**src/rtl/i2c_master_xfer_seq.sv**
```systemverilog
// I2C register-access sequencer: expands one host request into byte-controller commands.
// Define I2C_SEQ_ADDR16_EN for 16-bit register addresses (REGH state present, MSB first).
module i2c_master_xfer_seq #(
    parameter int MAX_LEN_W = 4
) (
    input  logic                 clk_i,
    input  logic                 rst_n_i,
    input  logic                 req_i,
    input  logic                 rnw_i,
    input  logic [6:0]           dev_addr_i,
`ifdef I2C_SEQ_ADDR16_EN
    input  logic [15:0]          reg_addr_i,
`else
    input  logic [7:0]           reg_addr_i,
`endif
    input  logic [MAX_LEN_W-1:0] len_i,
    input  logic [7:0]           wdat_i,
    input  logic                 wvalid_i,
    output logic                 wready_o,
    output logic [7:0]           rdat_o,
    output logic                 rvalid_o,
    output logic                 busy_o,
    output logic                 done_o,
    output logic [1:0]           err_o,
    output logic                 bc_start_o,
    output logic                 bc_stop_o,
    output logic                 bc_read_o,
    output logic                 bc_write_o,
    output logic                 bc_ack_o,
    output logic [7:0]           bc_dat_o,
    input  logic                 bc_cmd_ack_i,
    input  logic                 bc_ack_i,
    input  logic [7:0]           bc_dat_i,
    input  logic                 bc_al_i
);
`ifdef I2C_SEQ_ADDR16_EN
    localparam int RA_W = 16;
`else
    localparam int RA_W = 8;
`endif

    typedef enum logic [3:0] {
        S_IDLE,
        S_DEVW,
`ifdef I2C_SEQ_ADDR16_EN
        S_REGH,
`endif
        S_REGL,
        S_WDATA,
        S_RSTART,
        S_RDATA,
        S_STOP,
        S_DONE
    } state_t;

    // Command vector layout: {start, stop, read, write, ack}
    localparam logic [4:0] CMD_NONE = 5'b00000;
    localparam logic [4:0] CMD_SW   = 5'b10010;
    localparam logic [4:0] CMD_W    = 5'b00010;
    localparam logic [4:0] CMD_WP   = 5'b01010;
    localparam logic [4:0] CMD_R    = 5'b00100;
    localparam logic [4:0] CMD_RL   = 5'b01101;
    localparam logic [4:0] CMD_P    = 5'b01000;

    state_t               state_reg;
    logic [4:0]           cmd_reg;
    logic [7:0]           dat_reg;
    logic [6:0]           dev_reg;
    logic [RA_W-1:0]      ra_reg;
    logic                 rnw_reg;
    logic [MAX_LEN_W-1:0] cnt_reg;
    logic                 wready_reg;
    logic                 rvalid_reg;
    logic [7:0]           rdat_reg;
    logic                 busy_reg;
    logic                 done_reg;
    logic [1:0]           err_reg;
    logic                 last_byte;

    assign last_byte = (cnt_reg == '0);

    always_ff @(posedge clk_i or negedge rst_n_i) begin
        if (!rst_n_i) begin
            state_reg  <= S_IDLE;
            cmd_reg    <= CMD_NONE;
            dat_reg    <= 8'h00;
            dev_reg    <= 7'h00;
            ra_reg     <= '0;
            rnw_reg    <= 1'b0;
            cnt_reg    <= '0;
            wready_reg <= 1'b0;
            rvalid_reg <= 1'b0;
            rdat_reg   <= 8'h00;
            busy_reg   <= 1'b0;
            done_reg   <= 1'b0;
            err_reg    <= 2'b00;
        end else begin
            wready_reg <= 1'b0;
            rvalid_reg <= 1'b0;
            done_reg   <= 1'b0;
            // Lost arbitration wins over any ack; the byte controller idles itself.
            if (bc_al_i && state_reg != S_IDLE && state_reg != S_DONE) begin
                cmd_reg   <= CMD_NONE;
                dat_reg   <= 8'h00;
                err_reg   <= 2'b11;
                done_reg  <= 1'b1;
                busy_reg  <= 1'b0;
                state_reg <= S_DONE;
            end else begin
                case (state_reg)
                    S_IDLE: if (req_i) begin
                        dev_reg   <= dev_addr_i;
                        ra_reg    <= reg_addr_i;
                        rnw_reg   <= rnw_i;
                        cnt_reg   <= len_i;
                        err_reg   <= 2'b00;
                        busy_reg  <= 1'b1;
                        cmd_reg   <= CMD_SW;
                        dat_reg   <= {dev_addr_i, 1'b0};
                        state_reg <= S_DEVW;
                    end
                    S_DEVW: if (bc_cmd_ack_i) begin
                        if (bc_ack_i) begin
                            err_reg   <= 2'b01;
                            cmd_reg   <= CMD_P;
                            dat_reg   <= 8'h00;
                            state_reg <= S_STOP;
                        end else begin
                            cmd_reg   <= CMD_W;
`ifdef I2C_SEQ_ADDR16_EN
                            dat_reg   <= ra_reg[15:8];
                            state_reg <= S_REGH;
`else
                            dat_reg   <= ra_reg[7:0];
                            state_reg <= S_REGL;
`endif
                        end
                    end
`ifdef I2C_SEQ_ADDR16_EN
                    S_REGH: if (bc_cmd_ack_i) begin
                        if (bc_ack_i) begin
                            err_reg   <= 2'b10;
                            cmd_reg   <= CMD_P;
                            dat_reg   <= 8'h00;
                            state_reg <= S_STOP;
                        end else begin
                            cmd_reg   <= CMD_W;
                            dat_reg   <= ra_reg[7:0];
                            state_reg <= S_REGL;
                        end
                    end
`endif
                    S_REGL: if (bc_cmd_ack_i) begin
                        if (bc_ack_i) begin
                            err_reg   <= 2'b10;
                            cmd_reg   <= CMD_P;
                            dat_reg   <= 8'h00;
                            state_reg <= S_STOP;
                        end else if (rnw_reg) begin
                            cmd_reg   <= CMD_SW;
                            dat_reg   <= {dev_reg, 1'b1};
                            state_reg <= S_RSTART;
                        end else begin
                            cmd_reg   <= CMD_NONE;
                            dat_reg   <= 8'h00;
                            state_reg <= S_WDATA;
                        end
                    end
                    // Idle command slot means we are waiting for the host's next byte.
                    S_WDATA: if (cmd_reg == CMD_NONE) begin
                        if (wvalid_i) begin
                            wready_reg <= 1'b1;
                            cmd_reg    <= last_byte ? CMD_WP : CMD_W;
                            dat_reg    <= wdat_i;
                        end
                    end else if (bc_cmd_ack_i) begin
                        cmd_reg <= CMD_NONE;
                        dat_reg <= 8'h00;
                        if (bc_ack_i && !last_byte) begin
                            err_reg   <= 2'b10;
                            cmd_reg   <= CMD_P;
                            state_reg <= S_STOP;
                        end else if (last_byte) begin
                            if (bc_ack_i) err_reg <= 2'b10;
                            done_reg  <= 1'b1;
                            busy_reg  <= 1'b0;
                            state_reg <= S_DONE;
                        end else begin
                            cnt_reg <= cnt_reg - MAX_LEN_W'(1);
                        end
                    end
                    S_RSTART: if (bc_cmd_ack_i) begin
                        dat_reg <= 8'h00;
                        if (bc_ack_i) begin
                            err_reg   <= 2'b01;
                            cmd_reg   <= CMD_P;
                            state_reg <= S_STOP;
                        end else begin
                            cmd_reg   <= last_byte ? CMD_RL : CMD_R;
                            state_reg <= S_RDATA;
                        end
                    end
                    S_RDATA: if (bc_cmd_ack_i) begin
                        rvalid_reg <= 1'b1;
                        rdat_reg   <= bc_dat_i;
                        if (last_byte) begin
                            cmd_reg   <= CMD_NONE;
                            done_reg  <= 1'b1;
                            busy_reg  <= 1'b0;
                            state_reg <= S_DONE;
                        end else begin
                            cnt_reg <= cnt_reg - MAX_LEN_W'(1);
                            cmd_reg <= (cnt_reg == MAX_LEN_W'(1)) ? CMD_RL : CMD_R;
                        end
                    end
                    S_STOP: if (bc_cmd_ack_i) begin
                        cmd_reg   <= CMD_NONE;
                        done_reg  <= 1'b1;
                        busy_reg  <= 1'b0;
                        state_reg <= S_DONE;
                    end
                    S_DONE:  state_reg <= S_IDLE;
                    default: state_reg <= S_IDLE;
                endcase
            end
        end
    end

    assign bc_start_o = cmd_reg[4];
    assign bc_stop_o  = cmd_reg[3];
    assign bc_read_o  = cmd_reg[2];
    assign bc_write_o = cmd_reg[1];
    assign bc_ack_o   = cmd_reg[0];
    assign bc_dat_o   = dat_reg;
    assign wready_o   = wready_reg;
    assign rvalid_o   = rvalid_reg;
    assign rdat_o     = rdat_reg;
    assign busy_o     = busy_reg;
    assign done_o     = done_reg;
    assign err_o      = err_reg;

endmodule

```
**config.mk**
```make
export PLATFORM = sky130hd
export DESIGN_NAME = i2c_master_xfer_seq
export DESIGN_NICKNAME = d
export VERILOG_FILES = /design/src/rtl/i2c_master_xfer_seq.sv
export SDC_FILE = /design/constraint.sdc
export NUM_CORES = 1
export LEC_CHECK = 0
export CAP_MARGIN = 20
export CORE_UTILIZATION = 40
export DETAILED_ROUTE_END_ITERATION = 10
export GPL_TIMING_DRIVEN = 0
export PLACE_DENSITY = 0.75
export SYNTH_ARGS = -nofsm -noshare
export SYNTH_HDL_FRONTEND = slang
export SYNTH_SLANG_ARGS = --single-unit
```
**constraint.sdc**
```tcl
create_clock -name clk_i -period 5.29 [get_ports clk_i]
set_clock_uncertainty 0.2 [all_clocks]
set_input_delay 1.058 -clock clk_i [delete_from_list [all_inputs] [get_ports clk_i]]
set_output_delay 1.058 -clock clk_i [all_outputs]
set_load 0.01 [all_outputs]
```
== After elaboration in Yosys (flattened, before gate mapping) ==
Index checks and enable logic that the tools add are counted.
Storage, ports and cells
  bits in registers: 51
  input port bits: 43
  output and inout port bits: 27
  logic and storage cells: 152
Cells by class
  bitwise logic cells: 1
  equality and inequality tests: 27
  reduce and logical (&&, ||, !) cells: 22
  multiplexer cells: 88
  add/subtract/negate cells: 1
Operators by type and width (number)
  two-way mux 4 bit: 24
  two-way mux 8 bit: 10
  two-way mux 5 bit: 12
  one-hot mux 8 bit (5 select lines): 1
  one-hot mux 5 bit (7 select lines): 1
  one-hot mux 4 bit (7 select lines): 1
  inequality test 3 bit (second input constant): 9
  two-way mux 2 bit: 11
  two-way mux 1 bit: 21
  AND reduction 8 bit: 2
  AND reduction 7 bit: 2
  == test 4 x 3 -> 1 bit (second input constant): 3
  inequality test 4 bit (second input constant): 3
  one-hot mux 4 bit (3 select lines): 1
  inequality test 2 bit (second input constant): 5
  nonzero test 5 bit: 2
  two-way mux 3 bit: 3
  AND reduction 9 bit: 1
  == test 4 x 1 -> 1 bit (second input constant): 2
  == test 4 x 2 -> 1 bit (second input constant): 2
  zero test 4 bit: 2
  one-hot mux 2 bit (4 select lines): 1
  nonzero test 8 bit: 1
  inequality test 3 x 1 -> 1 bit (second input constant): 2
  14 further kinds: 17

== Logic depth before layout (Yosys ltp) ==
Gate-level depths: netlist of the first run.
  depth in word-level cells: 8
  mapped depth: 9
  mapped depth without buffers: 8

== Least setup slack after synthesis of the first run ==
No wires, ideal clock.
  path type: input to register
  start: in bc_cmd_ack_i
  end: reg cmd_reg[1]
  setup time: 0.125 ns
  data required time: 4.965 ns
  setup slack: 2.596 ns
  stages on the path: 6
  arrival: 2.369 ns
  path buffers: 1
  cells stage by stage: buf_2 nor2_1 a32oi_1 o221ai_1 nor3_2 mux2_2
On the way
  cells in the longest elaborated chain, start to end: 2
  elaborated cells on any way between the ends: 7
  those cells by class: 6 x eq/ne; 1 x reduce/logical
Ends and longest elaborated chain
  from (decl): RTL line 31  | input logic bc_cmd_ack_i,
  inequality test 4 bit (no source line) or inequality test 3 bit (tied branches)
  AND reduction 9 bit (no source line) *
  to (signal assigned): RTL line 173  | cmd_reg <= last_byte ? CMD_WP : CMD_W;
  to (signal assigned): RTL line 199  | cmd_reg <= last_byte ? CMD_RL : CMD_R;
  to (signal assigned): RTL line 213  | cmd_reg <= (cnt_reg == MAX_LEN_W'(1)) ? CMD_RL : CMD_R;
  to (decl): RTL line 66  | logic [4:0] cmd_reg;
Every way passes the cells marked *; elsewhere a longest branch is shown, timed or not.
A chain may end at the register's enable or synchronous reset.

== Worst setup path after layout of the first run ==
  start: in bc_al_i
  end: reg cmd_reg[3]
On the way
  cells in the longest elaborated chain, start to end: 4
  elaborated cells on any way between the ends: 13
  those cells by class: 8 x eq/ne; 1 x mux; 4 x reduce/logical
Ends and longest elaborated chain
  from (decl): RTL line 34  | input logic bc_al_i
  logical AND 1 bit * (2 in series): RTL line 102  | if (bc_al_i && state_reg != S_IDLE && state_reg != S_DONE) begin
  nonzero test 8 bit (no source line) (tied with other cells)
  AND reduction 9 bit (no source line)
Marks and branches as above.

==> results of run 1 <==
## how the worst max path moves through the flow
stage	slack [ps]	startpoint	depth (start not counted)	end
after floorplan	2600	bc_cmd_ack_i	6	cmd_reg[1]
after global placement	1420	rst_n_i	1	cnt_reg[3]
after detailed placement	1770	bc_al_i	7	cmd_reg[3]
after CTS	2090	bc_al_i	7	cmd_reg[3]
after global routing	1980	bc_al_i	7	cmd_reg[3]
final	2050	bc_al_i	7	cmd_reg[3]
## area by class of cell
type	count	area, um2	area share [%]
buffer	23	135	3.40
clock buffer	5	68.8	1.73
clock inverter	3	22.5	0.566
inverter	13	48.8	1.23
multi-input combinational	226	1620	40.7
sequential	51	1280	32.1
tap	99	124	3.11
timing repair buffer	68	686	17.2
## stage by stage
stage	setup slack (ps)	instances	hold WS, ps	area, um2	power (mW)
after floorplan	2600	313	251	3080	1.32
after global placement	1420	479	266	3870	1.68
after detailed placement	1770	480	277	3890	1.70
after CTS	2090	488	300	3980	1.93
after global routing	1980	488	329	3980	2.07
final	2050	488	292	3980	1.93
## logic make-up after synthesis
| logic type | Yosys count | share of synthesized area (%) |
|---|---|---|
| AO/OA/AOI/OAI | 104 | 24.9 |
| AND/OR/NAND/NOR | 91 | 16.7 |
| flip-flops | 51 | 41.4 |
| buffers and inverters | 36 | 5.97 |
| multiplexers | 26 | 9.51 |
| adder cells (fa/ha/maj) | 2 | 0.813 |
| XOR/XNOR | 2 | 0.569 |
| other | 1 | 0.122 |
## routing by layer
layer / vias to the layer above / global-route usage (%) / routed length, um
met3: 25 / 3.21 / 541
li1: 1309 / - / -
met4: 0 / 7.51 / 216
met2: 154 / 35.0 / 3870
met1: 1343 / 28.0 / 3620
met5: - / 0 / 0
## placed cells by master (no fill, tap or decap), types with 3 or more instances in the layout
| cell type | instances |
|---|---|
| a211oi_1 | 4 |
| nor2b_1 | 5 |
| buf_6 | 4 |
| clkdlybuf4s50_1 | 66 |
| a21oi_1 | 19 |
| inv_1 | 13 |
| a22oi_1 | 4 |
| nand2_1 | 17 |
| and3_1 | 3 |
| nor3_1 | 6 |
| a31oi_1 | 8 |
| o211ai_1 | 4 |
| nor3b_1 | 3 |
| nand2b_1 | 7 |
| buf_2 | 12 |
| clkbuf_1 | 6 |
| mux2_1 | 3 |
| a22o_1 | 8 |
| a222oi_1 | 4 |
| o21ai_0 | 22 |
| o21a_1 | 3 |
| dfrtp_1 | 51 |
| or3_1 | 3 |
| nor2_1 | 26 |
| mux2_2 | 23 |
| clkbuf_8 | 5 |
## worst max-delay path, stage by stage
cell and delay, ps:
clkdlybuf4s50_1 530, buf_2 260, nor2_1 110, a32oi_1 300, o221ai_1 190, nor3_2 390, mux2_2 390
## power breakdown
group / leakage [nW] / switching (mW) / internal, mW
Clock: 0.0489 / 0.139 / 0.0960
Combinational: 0.973 / 0.549 / 0.502
Sequential: 0.640 / 0.106 / 0.543
Total: 1.66 / 0.793 / 1.14
==> results.toml, run 1 <==
[yosys]
ys_warn_count = 0
synth_top_area_share_pct = 41.4
ys_top_cells_by_count = "dfrtp_1 (51), nor2_1 (26), mux2_2 (23)"
syn-num-nets = 358
synth-edff-count = 0
yosysSeqAreaShare_pct = 41.4
yosysMostFrequentCell = "dfrtp_1"
ys_seq_elements = 51
netlist_top_cells_area = "dfrtp_1 (41%), mux2_2 (8.4%), o21ai_0 (3.6%), nor2_1 (3.2%), a21oi_1 (3.1%)"
synthCells = 313
synth_top_area_cell = "dfrtp_1"
async_reset_ff_share_pct = 100
synth_cell_type_count = 70
synth_top_flop_cell = "dfrtp_1"
synth.avg_cell_area_um2 = 9.84
syn_area_um2 = 3080

[cells_and_area]
n_antenna_cell = 0
drive_gt1_share_pct = 16.5
syn2layout_area_growth_pct = 29.3
n_fill_cell = 659
nNetsFinal = 433
final_util_pct = 54.3

[worst_hold_path]
hold_class = "reg2reg"
hold_depth = 2
holdPathEnd = "dev_reg[5]"
hp-start = "dev_reg[5]"

[clocking]
worstSkewPairLatency_ps = 310
clk_path_buf_depth = 2
cts_tree = "built"
numClockSinks = 51
cts_made_buffers = 5
post_cts_buffers = 0
clk_pin_slew_ps = 100
cts_hold_repair.buffers = 0
cts_max_level = 2
cts_resized = 0
clock-root-buffer = "clkbuf_8"

[global_route]
antenna_found_initial = 0
grt_pass1_vias = 2849
grt_max_degree = 33
grt.total_usage_pct = 21.1
grt_overflow_total = 0
grt_pass1_wl_um = 13900

[setup_path]
regToRegSetupSlack_ps = 2750
rr_worst_depth = 9
arrival_ps = 3230
crit_required_ps = 5280
cp-start-kind = "primary input"
crit_fanout = 10
critPathCaptureType = "register"
r2r_start = "cnt_reg[0]"
r2r-end = "err_o[1]"
critical_path_class = "in2reg"

[drt]
via_count = 2831
drtIter0Drc = 223
routedWlPerCell_um = 16.9
dr.pass1.iters = 5
wl_um = 8250
ant_nets = 0
drc = 0
viasPerCell = 5.80

[floorplanning]
die_area_um2 = 8050
io_pins = 70
rows = 31
fp.dieW_um = 89.7
start_util_pct = 42.0
core-area_um2 = 7330
die_h_um = 89.7

[timing]
tightest_slew_ps = 813
period_needed_ps = 3240
rsz0062_at_grt = "no"
max_freq_mhz = 309
hold_viol_final = 0
slew_violations = 0
min_period_over_period_pct = 61.3
setup_violations = 0
fin_tns_setup_ps = 0
relSlewSlack_pct = 45.8

[outcome]
outcome = "finished clean"

[placement]
dp_hpwl_um = 6050
place_congestion = 0.937
port_buffers = 67

[run]
cap_violations = 0

[power_and_ir_drop]
peakVddDrop_mv = 0.253
p_per_area_nw_per_um2 = 486
p_leak_nw = 1.66
No activity file was read; power rests on OpenSTA's default activity.
==> run 2: changes to the inputs <==
Settings changed: PLACE_DENSITY 0.75 to 0.78.
Clock period 5.29 ns to 2.9 ns, I/O delays scaled along.
==> results.toml, run 2 (synthesized netlist as in run 1, its figures left out) <==
[global_route]
busiest_layer = "met2"
grtUsageMet1_pct = 27.4
grt_pass1_vias = 2761
use_met2_pct = 36.5
grt_overflow_total = 0
antenna_found_initial = 0
grtUsageMet3_pct = 3.89
grt.total_usage_pct = 21.4
grt_pass1_wl_um = 14000
grt_max_degree = 28

[timing]
rsz0062_at_grt = "no"
period_needed_ps = 2770
setup_violations = 0
fin_tns_setup_ps = 0
whs_ps = 72.8
relSlewSlack_pct = 48.5
tightest_slew_ps = 773
hold_viol_final = 0
min_period_over_period_pct = 95.5
max_freq_mhz = 361
slew_violations = 0

[drt]
routedWlPerCell_um = 17.3
dr.pass1.iters = 7
via_count = 2837
drtIter0Drc = 329
ant_nets = 0
drc = 0
wl_um = 8440
viasPerCell = 5.81

[floorplanning]
fp.dieW_um = 89.7
io_pins = 70
die_area_um2 = 8050
start_util_pct = 42.0
die_h_um = 89.7
rows = 31
core-area_um2 = 7330

[clocking]
clock-root-buffer = "clkbuf_8"
cts_max_level = 2
clk_pin_slew_ps = 100
cts_resized = 0
worstSkewPairLatency_ps = 310
clk_path_buf_depth = 2
cts_tree = "built"
numClockSinks = 51
cts_hold_repair.buffers = 0
post_cts_buffers = 0
cts_made_buffers = 5

[cells_and_area]
nNetsFinal = 433
final_common_cell = "clkdlybuf4s50_1"
syn2layout_area_growth_pct = 29.3
drive_gt1_share_pct = 16.5
final_util_pct = 54.3
n_antenna_cell = 0
n_fill_cell = 646
mostFrequentLayoutCells = "clkdlybuf4s50_1 (66), dfrtp_1 (51), nor2_1 (26)"
instances_no_fill = 488

[worst_hold_path]
hold_class = "in2async"

[setup_path]
arrival_ps = 2770
cp-start-kind = "primary input"
crit_fanout = 10
crit_chain = "clkdlybuf4s50_1, buf_2, nor2_1, a32oi_1, o221ai_1, nor3_2, mux2_2"
cpPeakStageDelay_ps = 510
regToRegSetupSlack_ps = 290
critical_path_class = "in2reg"
crit_required_ps = 2900
critPathCaptureType = "register"
crit_slowest_cell = "clkdlybuf4s50_1"

[placement]
dp_hpwl_um = 6140
port_buffers = 67
place_congestion = 0.963
place_inst = 480

[outcome]
outcome = "finished clean"

[run]
cap_violations = 0

[power_and_ir_drop]
peakVddDrop_mv = 0.418
p_leak_nw = 1.66
p_per_area_nw_per_um2 = 890
## run 2: cell counts in the layout (fill, tap and decap cells not counted)
No cell type changed its count.
## run 2: power by group
part	switching, mW	internal (mW)	total, mW
logic	0.993	0.916	1.91
registers	0.200	0.990	1.19
clock network	0.269	0.176	0.445
## run 2: final cells by class
| class | count | area [um2] | area share (%) |
|---|---|---|---|
| sequential | 51 | 1280 | 32.1 |
| clock buffer | 5 | 68.8 | 1.73 |
| clock inverter | 3 | 22.5 | 0.566 |
| timing repair buffer | 68 | 686 | 17.2 |
| buffer | 23 | 135 | 3.40 |
| tap | 99 | 124 | 3.11 |
| multi-input combinational | 226 | 1620 | 40.7 |
| inverter | 13 | 48.8 | 1.23 |
## run 2: path summary, 6_finish.rpt
kind,start,to,depth (start not counted)
worst min-delay path,rst_n_i,dev_reg[3],1
max in group asynchronous,rst_n_i,rdat_o[4],2
worst min register to register,dev_reg[1],dev_reg[1],2
worst max-delay path,bc_al_i,cmd_reg[3],7
worst max register to register,cnt_reg[0],err_o[1],9
min in group clk_i,dev_reg[1],dev_reg[1],2
## run 2: metrics by stage
step	total power [mW]	cell area [um2]	worst slack, ps
after floorplan	2.41	3080	585
after global placement	3.06	3870	-467
after detailed placement	3.08	3890	-132
after CTS	3.53	3980	200
after global routing	3.77	3980	13.0
final	3.54	3980	130
## run 2: worst max-delay path: cells and delay by family
kind            cells  cell delay, ps
mux                 1             390
buf+inv             2             780
simple gates        2             530
compound gates      2             480
## run 2: routing by layer
layer | vias up | part of all wire [%]
met5 | - | 0
met4 | 0 | 2.1
met3 | 22 | 7.8
met2 | 164 | 48
met1 | 1343 | 42
li1 | 1308 | -
==> run 3: changes to the inputs <==
Settings changed: PLACE_DENSITY 0.78 to 0.75.
Clock period 2.9 ns to 3.3 ns, I/O delays scaled along.
==> results of run 3 <==
The final DEF is identical to that of run 1. Status: finished clean.
Among the figures that moved: setup slack after placement 1770 ps -> 183 ps; setup slack after layout 2050 ps -> 457 ps; hold slack 292 ps -> 104 ps; register-to-register setup slack 2750 ps -> 760 ps; total power 1.93 mW -> 3.10 mW; worst IR drop on VDD 0.253 mV -> 0.405 mV
